### src/rtl/axis_sim_pkt_gen.sv
// AXI4-Stream Ethernet frame generator: bursts of sequence-numbered frames with
// NetFPGA tuser metadata, used as a simulation source and an on-board self-test.
module axis_sim_pkt_gen #(
  parameter int          C_DATA_WIDTH = 256,
  parameter int          C_USER_WIDTH = 128,
  parameter logic [7:0]  SRC_PORT     = 8'h01,
  parameter logic [15:0] ETHERTYPE    = 16'h88B5
) (
  input  logic                      axis_aclk,
  input  logic                      axis_reset,
  input  logic                      cfg_start,
  input  logic                      cfg_stop,
  input  logic [31:0]               cfg_pkt_count,
  input  logic [15:0]               cfg_pkt_len,
  input  logic [7:0]                cfg_ifg,
  input  logic [47:0]               cfg_dst_mac,
  input  logic [47:0]               cfg_src_mac,
  output logic [C_DATA_WIDTH-1:0]   m_axis_tdata,
  output logic [C_DATA_WIDTH/8-1:0] m_axis_tkeep,
  output logic [C_USER_WIDTH-1:0]   m_axis_tuser,
  output logic                      m_axis_tvalid,
  input  logic                      m_axis_tready,
  output logic                      m_axis_tlast,
  output logic                      stat_busy,
  output logic                      stat_done,
  output logic [31:0]               stat_pkts_sent
);

  localparam int NB = C_DATA_WIDTH / 8;

  localparam logic [2:0] S_IDLE = 3'd0;
  localparam logic [2:0] S_HDR  = 3'd1;
  localparam logic [2:0] S_PAY  = 3'd2;
  localparam logic [2:0] S_GAP  = 3'd3;
  localparam logic [2:0] S_DONE = 3'd4;

  function automatic logic [10:0] clamp_len(input logic [15:0] len);
    if (len < 16'd64) begin
      return 11'd64;
    end else if (len > 16'd1518) begin
      return 11'd1518;
    end else begin
      return len[10:0];
    end
  endfunction

  // Header fields on beat 0, otherwise byte value = frame byte index; bytes past the length are zero.
  function automatic logic [C_DATA_WIDTH-1:0] build_data(
    input logic [5:0]  beat,
    input logic [10:0] len,
    input logic [47:0] dst,
    input logic [47:0] src,
    input logic [15:0] seq
  );
    logic [C_DATA_WIDTH-1:0] d;
    logic [10:0]             idx;
    logic [7:0]              b;
    d = '0;
    for (int n = 0; n < NB; n++) begin
      idx = {beat, 5'd0} + 11'(n);
      b   = (idx < len) ? idx[7:0] : 8'd0;
      if (beat == 6'd0) begin
        if (n < 6) begin
          b = dst[8*(5-n) +: 8];
        end else if (n < 12) begin
          b = src[8*(11-n) +: 8];
        end else if (n == 12) begin
          b = ETHERTYPE[15:8];
        end else if (n == 13) begin
          b = ETHERTYPE[7:0];
        end else if (n == 14) begin
          b = seq[15:8];
        end else if (n == 15) begin
          b = seq[7:0];
        end
      end
      d[8*n +: 8] = b;
    end
    return d;
  endfunction

  function automatic logic [NB-1:0] build_keep(input logic is_last, input logic [10:0] len);
    if (is_last && (len[4:0] != 5'd0)) begin
      return ({{(NB-1){1'b0}}, 1'b1} << len[4:0]) - {{(NB-1){1'b0}}, 1'b1};
    end else begin
      return '1;
    end
  endfunction

  logic [2:0]  state_r;
  logic [5:0]  beat_r;
  logic [10:0] len_r;
  logic [47:0] dst_r;
  logic [47:0] src_r;
  logic [31:0] count_r;
  logic [7:0]  ifg_r;
  logic [7:0]  gap_cnt_r;
  logic [15:0] seq_r;
  logic        stop_pending_r;

  logic                    accept_s;
  logic                    last_acc_s;
  logic                    end_burst_s;
  logic [10:0]             sel_len_s;
  logic [47:0]             sel_dst_s;
  logic [47:0]             sel_src_s;
  logic [15:0]             sel_seq_s;
  logic [5:0]              sel_beat_s;
  logic [5:0]              last_beat_s;
  logic                    tlast_s;
  logic [C_DATA_WIDTH-1:0] data_s;
  logic [NB-1:0]           keep_s;
  logic [C_USER_WIDTH-1:0] user_s;

  // Contents of the next beat to present; in IDLE the live cfg inputs feed the first header.
  always_comb begin
    accept_s    = m_axis_tvalid & m_axis_tready;
    last_acc_s  = accept_s & m_axis_tlast;
    end_burst_s = last_acc_s & (stop_pending_r | cfg_stop |
                  ((count_r != 32'd0) && ((stat_pkts_sent + 32'd1) == count_r)));
    if (state_r == S_IDLE) begin
      sel_len_s = clamp_len(cfg_pkt_len);
      sel_dst_s = cfg_dst_mac;
      sel_src_s = cfg_src_mac;
    end else begin
      sel_len_s = len_r;
      sel_dst_s = dst_r;
      sel_src_s = src_r;
    end
    if (last_acc_s) begin
      sel_seq_s = seq_r + 16'd1;
    end else if (state_r == S_IDLE) begin
      sel_seq_s = 16'd0;
    end else begin
      sel_seq_s = seq_r;
    end
    if (accept_s && !m_axis_tlast) begin
      sel_beat_s = beat_r + 6'd1;
    end else begin
      sel_beat_s = 6'd0;
    end
    last_beat_s = 6'((sel_len_s - 11'd1) >> 5);
    tlast_s     = (sel_beat_s == last_beat_s);
    data_s      = build_data(sel_beat_s, sel_len_s, sel_dst_s, sel_src_s, sel_seq_s);
    keep_s      = build_keep(tlast_s, sel_len_s);
    user_s      = {{(C_USER_WIDTH-32){1'b0}}, 8'h00, SRC_PORT, 5'd0, sel_len_s};
  end

  // Burst FSM and registered stream/status outputs.
  always_ff @(posedge axis_aclk or posedge axis_reset) begin
    if (axis_reset) begin
      state_r        <= S_IDLE;
      beat_r         <= 6'd0;
      len_r          <= 11'd0;
      dst_r          <= 48'd0;
      src_r          <= 48'd0;
      count_r        <= 32'd0;
      ifg_r          <= 8'd0;
      gap_cnt_r      <= 8'd0;
      seq_r          <= 16'd0;
      stop_pending_r <= 1'b0;
      m_axis_tdata   <= '0;
      m_axis_tkeep   <= '0;
      m_axis_tuser   <= '0;
      m_axis_tvalid  <= 1'b0;
      m_axis_tlast   <= 1'b0;
      stat_busy      <= 1'b0;
      stat_done      <= 1'b0;
      stat_pkts_sent <= 32'd0;
    end else begin
      stat_done <= 1'b0;
      case (state_r)
        S_IDLE: begin
          if (cfg_start) begin
            len_r          <= sel_len_s;
            dst_r          <= cfg_dst_mac;
            src_r          <= cfg_src_mac;
            count_r        <= cfg_pkt_count;
            ifg_r          <= cfg_ifg;
            seq_r          <= 16'd0;
            stat_pkts_sent <= 32'd0;
            stop_pending_r <= cfg_stop;
            stat_busy      <= 1'b1;
            beat_r         <= sel_beat_s;
            m_axis_tdata   <= data_s;
            m_axis_tkeep   <= keep_s;
            m_axis_tuser   <= user_s;
            m_axis_tlast   <= tlast_s;
            m_axis_tvalid  <= 1'b1;
            state_r        <= S_HDR;
          end
        end
        S_HDR, S_PAY: begin
          if (cfg_stop) begin
            stop_pending_r <= 1'b1;
          end
          if (accept_s) begin
            if (!m_axis_tlast || (!end_burst_s && (ifg_r == 8'd0))) begin
              beat_r       <= sel_beat_s;
              m_axis_tdata <= data_s;
              m_axis_tkeep <= keep_s;
              m_axis_tuser <= user_s;
              m_axis_tlast <= tlast_s;
              state_r      <= m_axis_tlast ? S_HDR : S_PAY;
            end else begin
              m_axis_tvalid <= 1'b0;
              m_axis_tlast  <= 1'b0;
              gap_cnt_r     <= ifg_r;
              state_r       <= end_burst_s ? S_DONE : S_GAP;
            end
            if (m_axis_tlast) begin
              seq_r          <= seq_r + 16'd1;
              stat_pkts_sent <= stat_pkts_sent + 32'd1;
            end
          end
        end
        S_GAP: begin
          if (cfg_stop) begin
            stop_pending_r <= 1'b1;
          end
          if (gap_cnt_r <= 8'd1) begin
            if (stop_pending_r || cfg_stop) begin
              state_r <= S_DONE;
            end else begin
              beat_r        <= sel_beat_s;
              m_axis_tdata  <= data_s;
              m_axis_tkeep  <= keep_s;
              m_axis_tuser  <= user_s;
              m_axis_tlast  <= tlast_s;
              m_axis_tvalid <= 1'b1;
              state_r       <= S_HDR;
            end
          end else begin
            gap_cnt_r <= gap_cnt_r - 8'd1;
          end
        end
        S_DONE: begin
          stat_done      <= 1'b1;
          stat_busy      <= 1'b0;
          stop_pending_r <= 1'b0;
          state_r        <= S_IDLE;
        end
        default: begin
          m_axis_tvalid <= 1'b0;
          m_axis_tlast  <= 1'b0;
          stat_busy     <= 1'b0;
          state_r       <= S_IDLE;
        end
      endcase
    end
  end

endmodule

### config.mk
export PLATFORM = sky130hd
export DESIGN_NAME = axis_sim_pkt_gen
export DESIGN_NICKNAME = d
export VERILOG_FILES = /design/src/rtl/axis_sim_pkt_gen.sv
export SDC_FILE = /design/constraint.sdc
export NUM_CORES = 1
export LEC_CHECK = 0
export CORE_AREA = 2 2 238 240
export CTS_BUF_LIST = sky130_fd_sc_hd__clkbuf_4
export CTS_CLUSTER_DIAMETER = 50
export CTS_CLUSTER_SIZE = 14
export DETAILED_ROUTE_END_ITERATION = 16
export DIE_AREA = 0 0 240 242
export GPL_TIMING_DRIVEN = 0
export PLACE_DENSITY_LB_ADDON = 0.05
export SYNTH_ARGS = -nofsm -noshare
export SYNTH_HDL_FRONTEND = slang
export SYNTH_SLANG_ARGS = --single-unit
### constraint.sdc
create_clock -name axis_aclk -period 16.6 [get_ports axis_aclk]
set_input_delay 3.32 -clock axis_aclk [delete_from_list [all_inputs] [get_ports axis_aclk]]
set_output_delay 3.32 -clock axis_aclk [all_outputs]
set_load 0.01 [all_outputs]
==> run metrics <==
Leakage=14.03 nW; global-route wire length before repair=about 140000 µm; DP HPWL=approximately 70000 µm; post-synthesis register bit count=448; post-synthesis cell area=between 20000 and 25000 µm²; critical path's top delay family=compound AO/OA/AOI/OAI gates; Largest stage delay, worst path=660 ps; fin crit period=8116 ps; Final Max Tran Viols=0; RSZ-0062 raised after global routing=false; via count=22.67k; Fill cells=5230; Post CTS Setup Buffer Count=0; Main synth FF type=dfrtp_1; vias per inst=about 5.3; GRT Util Overall=between 30% and 40%; largest net degree at the start of global routing=118; clock buffer depth=3; number of synthesized flops with an enable pin=0; worst-skew pair later-pin latency=about 900 ps; DRT Pass-1 Iters=6; vias in the first global route=approximately 22k; gr ovfl total=0; Worst Tran Pin Value=1233 ps; WL/cell=approximately 21 µm; count of input and output buffers=roughly 460; Area growth, synth to finish=29.51%; Sink Count=448; Post-route DRC=0; WP buf/inv=3; Die W=between 200 and 250 µm; full die area=58080 µm²; Ys Warns=0; final critical-path share of the clock period=between 40% and 50%; Final Util=55.61%; # rows=between 80 and 90; Avg Inst Size Synth=8.528 µm²; worst hold slack=slightly below 500 ps; DR iter-0 viols=between 1.5k and 2k; Tot Pwr=around 0.0057 W; design area=30990 µm²; f_max=123.2 MHz; final setup vio count=0; CTS tree=built; Post-CTS Resized=0; Starting Density=42.94%; crit-path cells=clkdlybuf4s50_1 -> or4_4 -> or3_4 -> o31a_1 -> buf_6 -> a22oi_4 -> ha_1 -> a21o_1 -> a21o_1 -> a21oi_1 -> o21a_1 -> nand2_1 -> or2_2 -> buf_2 -> a41oi_1 -> a21oi_1 -> o21ai_0; Nets=3643; WS Path Type=in2reg; Max-Cap Viols=0; crit path capture type=flip-flop; crit-path max FO=10; Reg2Reg Setup Slack=11110 ps; status=completed; initial antenna violation count=8; share of layout cells above drive strength 1=10.94%; # IOs=about 610; H-tree depth=2; area of the multi-input gates=10940 µm²; placed inst area=30130 µm²; commonest non-fill, non-tap cells in the layout=829 x nand2_1, 456 x clkdlybuf4s50_1, 448 x dfrtp_1, 212 x buf_4, 193 x o21ai_0; leading cell type in the layout, fill and taps excluded=nand2_1; die height=~240 µm; Async S/R FF share, synth=100.0%; CTS buffer count=54; slew margin rel.=16.92%; setup TNS=0 ps; worst clock skew=67.08 ps; PwrDens=184.0 nW/µm²; synthesized instance count=~2.8k; GPL Wtd Cong=0.9235; post-synthesis sequential area ratio=46.85%; routed wire length=between 90000 and 100000 µm; Root Driver=clkbuf_4; Reg clk slew, reported paths=130 ps; launching element type of the critical path=input port; Reg area=11210 µm²; remaining antenna violation count after routing=0; critical path's slowest cell=a41oi_1; Hold Vio Cnt, Final=0; Worst Path Arrival=8910 ps; hold crit path type=reg2reg; CP required=17400 ps; count of cell types in the netlist=80; Core Area=55730 µm²; Max VDD drop=0.00009887 V; CTS Hold Bufs=0
## metrics by stage
step / instances / setup WS [ps]
floorplan: 2957 / 794.7
global placement: 4169 / -5034
detailed placement: 4173 / 7582
CTS: 4267 / 8538
global route: 4270 / 8288
finish: 4271 / 8484
## cell type report
| type | instances | area share (%) |
|---|---|---|
| Sequential cell | 448 | 36.17 |
| Multi-Input combinational cell | 2112 | 35.29 |
| Timing Repair Buffer | 460 | 15.08 |
| Buffer | 361 | 7.146 |
| Tap cell | 756 | 3.052 |
| Clock inverter | 38 | 1.409 |
| Clock buffer | 56 | 1.356 |
| Inverter | 36 | 0.4602 |
| Antenna cell | 4 | 0.03230 |
## routing by layer
layer | share of wire [%] | up-vias | track usage, %
met5 | 0.073 | - | 0
li1 | - | 10590 | -
met2 | 47 | 925 | 50.10
met1 | 42 | 10970 | 41.00
met4 | 3.6 | 10 | 10.85
met3 | 7.6 | 169 | 6.301
## state kept, by name, indices dropped and copies added, names as in the netlist, 3 cells and up
signal / count
beat_r: 6
count_r: 32
dst_r: 48
gap_cnt_r: 8
ifg_r: 8
len_r: 11
m_axis_tdata: 187
m_axis_tkeep: 32
m_axis_tuser: 12
seq_r: 16
src_r: 48
stat_pkts_sent: 32
state_r: 3
## worst reg2reg max path: cells and delay by family (launching register included)
| family | cells | cell delay (ps) |
|---|---|---|
| flip-flops | 1 | 380 |
| AO/OA/AOI/OAI | 7 | 2250 |
| buffers and inverters | 3 | 920 |
| adder cells (fa/ha/maj) | 1 | 370 |
| AND/OR/NAND/NOR | 4 | 1480 |
## worst paths after layout
| path | cells past startpoint | end | from |
|---|---|---|---|
| setup reg to reg | 15 | m_axis_tdata[117] | state_r[1] |
| hold reg to reg | 1 | m_axis_tkeep[0] | m_axis_tkeep[0] |
| hold / removal | 1 | m_axis_tkeep[0] | m_axis_tkeep[0] |
| setup / recovery | 17 | m_axis_tdata[117] | cfg_pkt_len[11] |
| min in group asynchronous | 2 | m_axis_tdata[165] | axis_reset |
| max in group asynchronous | 5 | src_r[25] | axis_reset |
## report_power, final
part	switching, W	internal [W]
combinational	0.00199	0.00124
clock	0.000458	0.000281
sequential	0.000263	0.00147
total	0.00272	0.00299
## cells in the mapped netlist (18+ instances only)
master,instances,share of area [%]
dfrtp_1,448,47
nor2_1,140,2.2
buf_2,27,0.56
mux2_2,18,0.85
nand4_1,20,0.52
inv_1,34,0.53
and3_1,19,0.50
nor2b_1,22,0.58
nand3_1,43,0.90
xnor2_1,32,1.2
buf_4,212,6.7
xor2_1,20,0.73
a21oi_1,162,3.4
nand2_1,829,13
mux2i_1,64,2.7
nor3_1,46,0.96
o21ai_0,193,4.0
nor4_1,22,0.58
o31ai_1,108,3.4
clkbuf_1,111,1.7
## kinds of logic (layout without fill, tap and decap cells)
kind of cell | after synthesis | after routing | synth area share [%]
adders and majority gates | 13 | 13 | 0.6797
buffers and inverters | 397 | 951 | 9.819
DFF | 448 | 448 | 46.85
AOI/OAI and AO/OA | 599 | 599 | 15.62
other | 1 | 156 | 0.01567
muxes | 82 | 82 | 3.524
and+or+nand+nor | 1214 | 1214 | 21.59
xor gates and xnor gates | 52 | 52 | 1.903
Note: power is estimated with default switching activity, not from simulation.
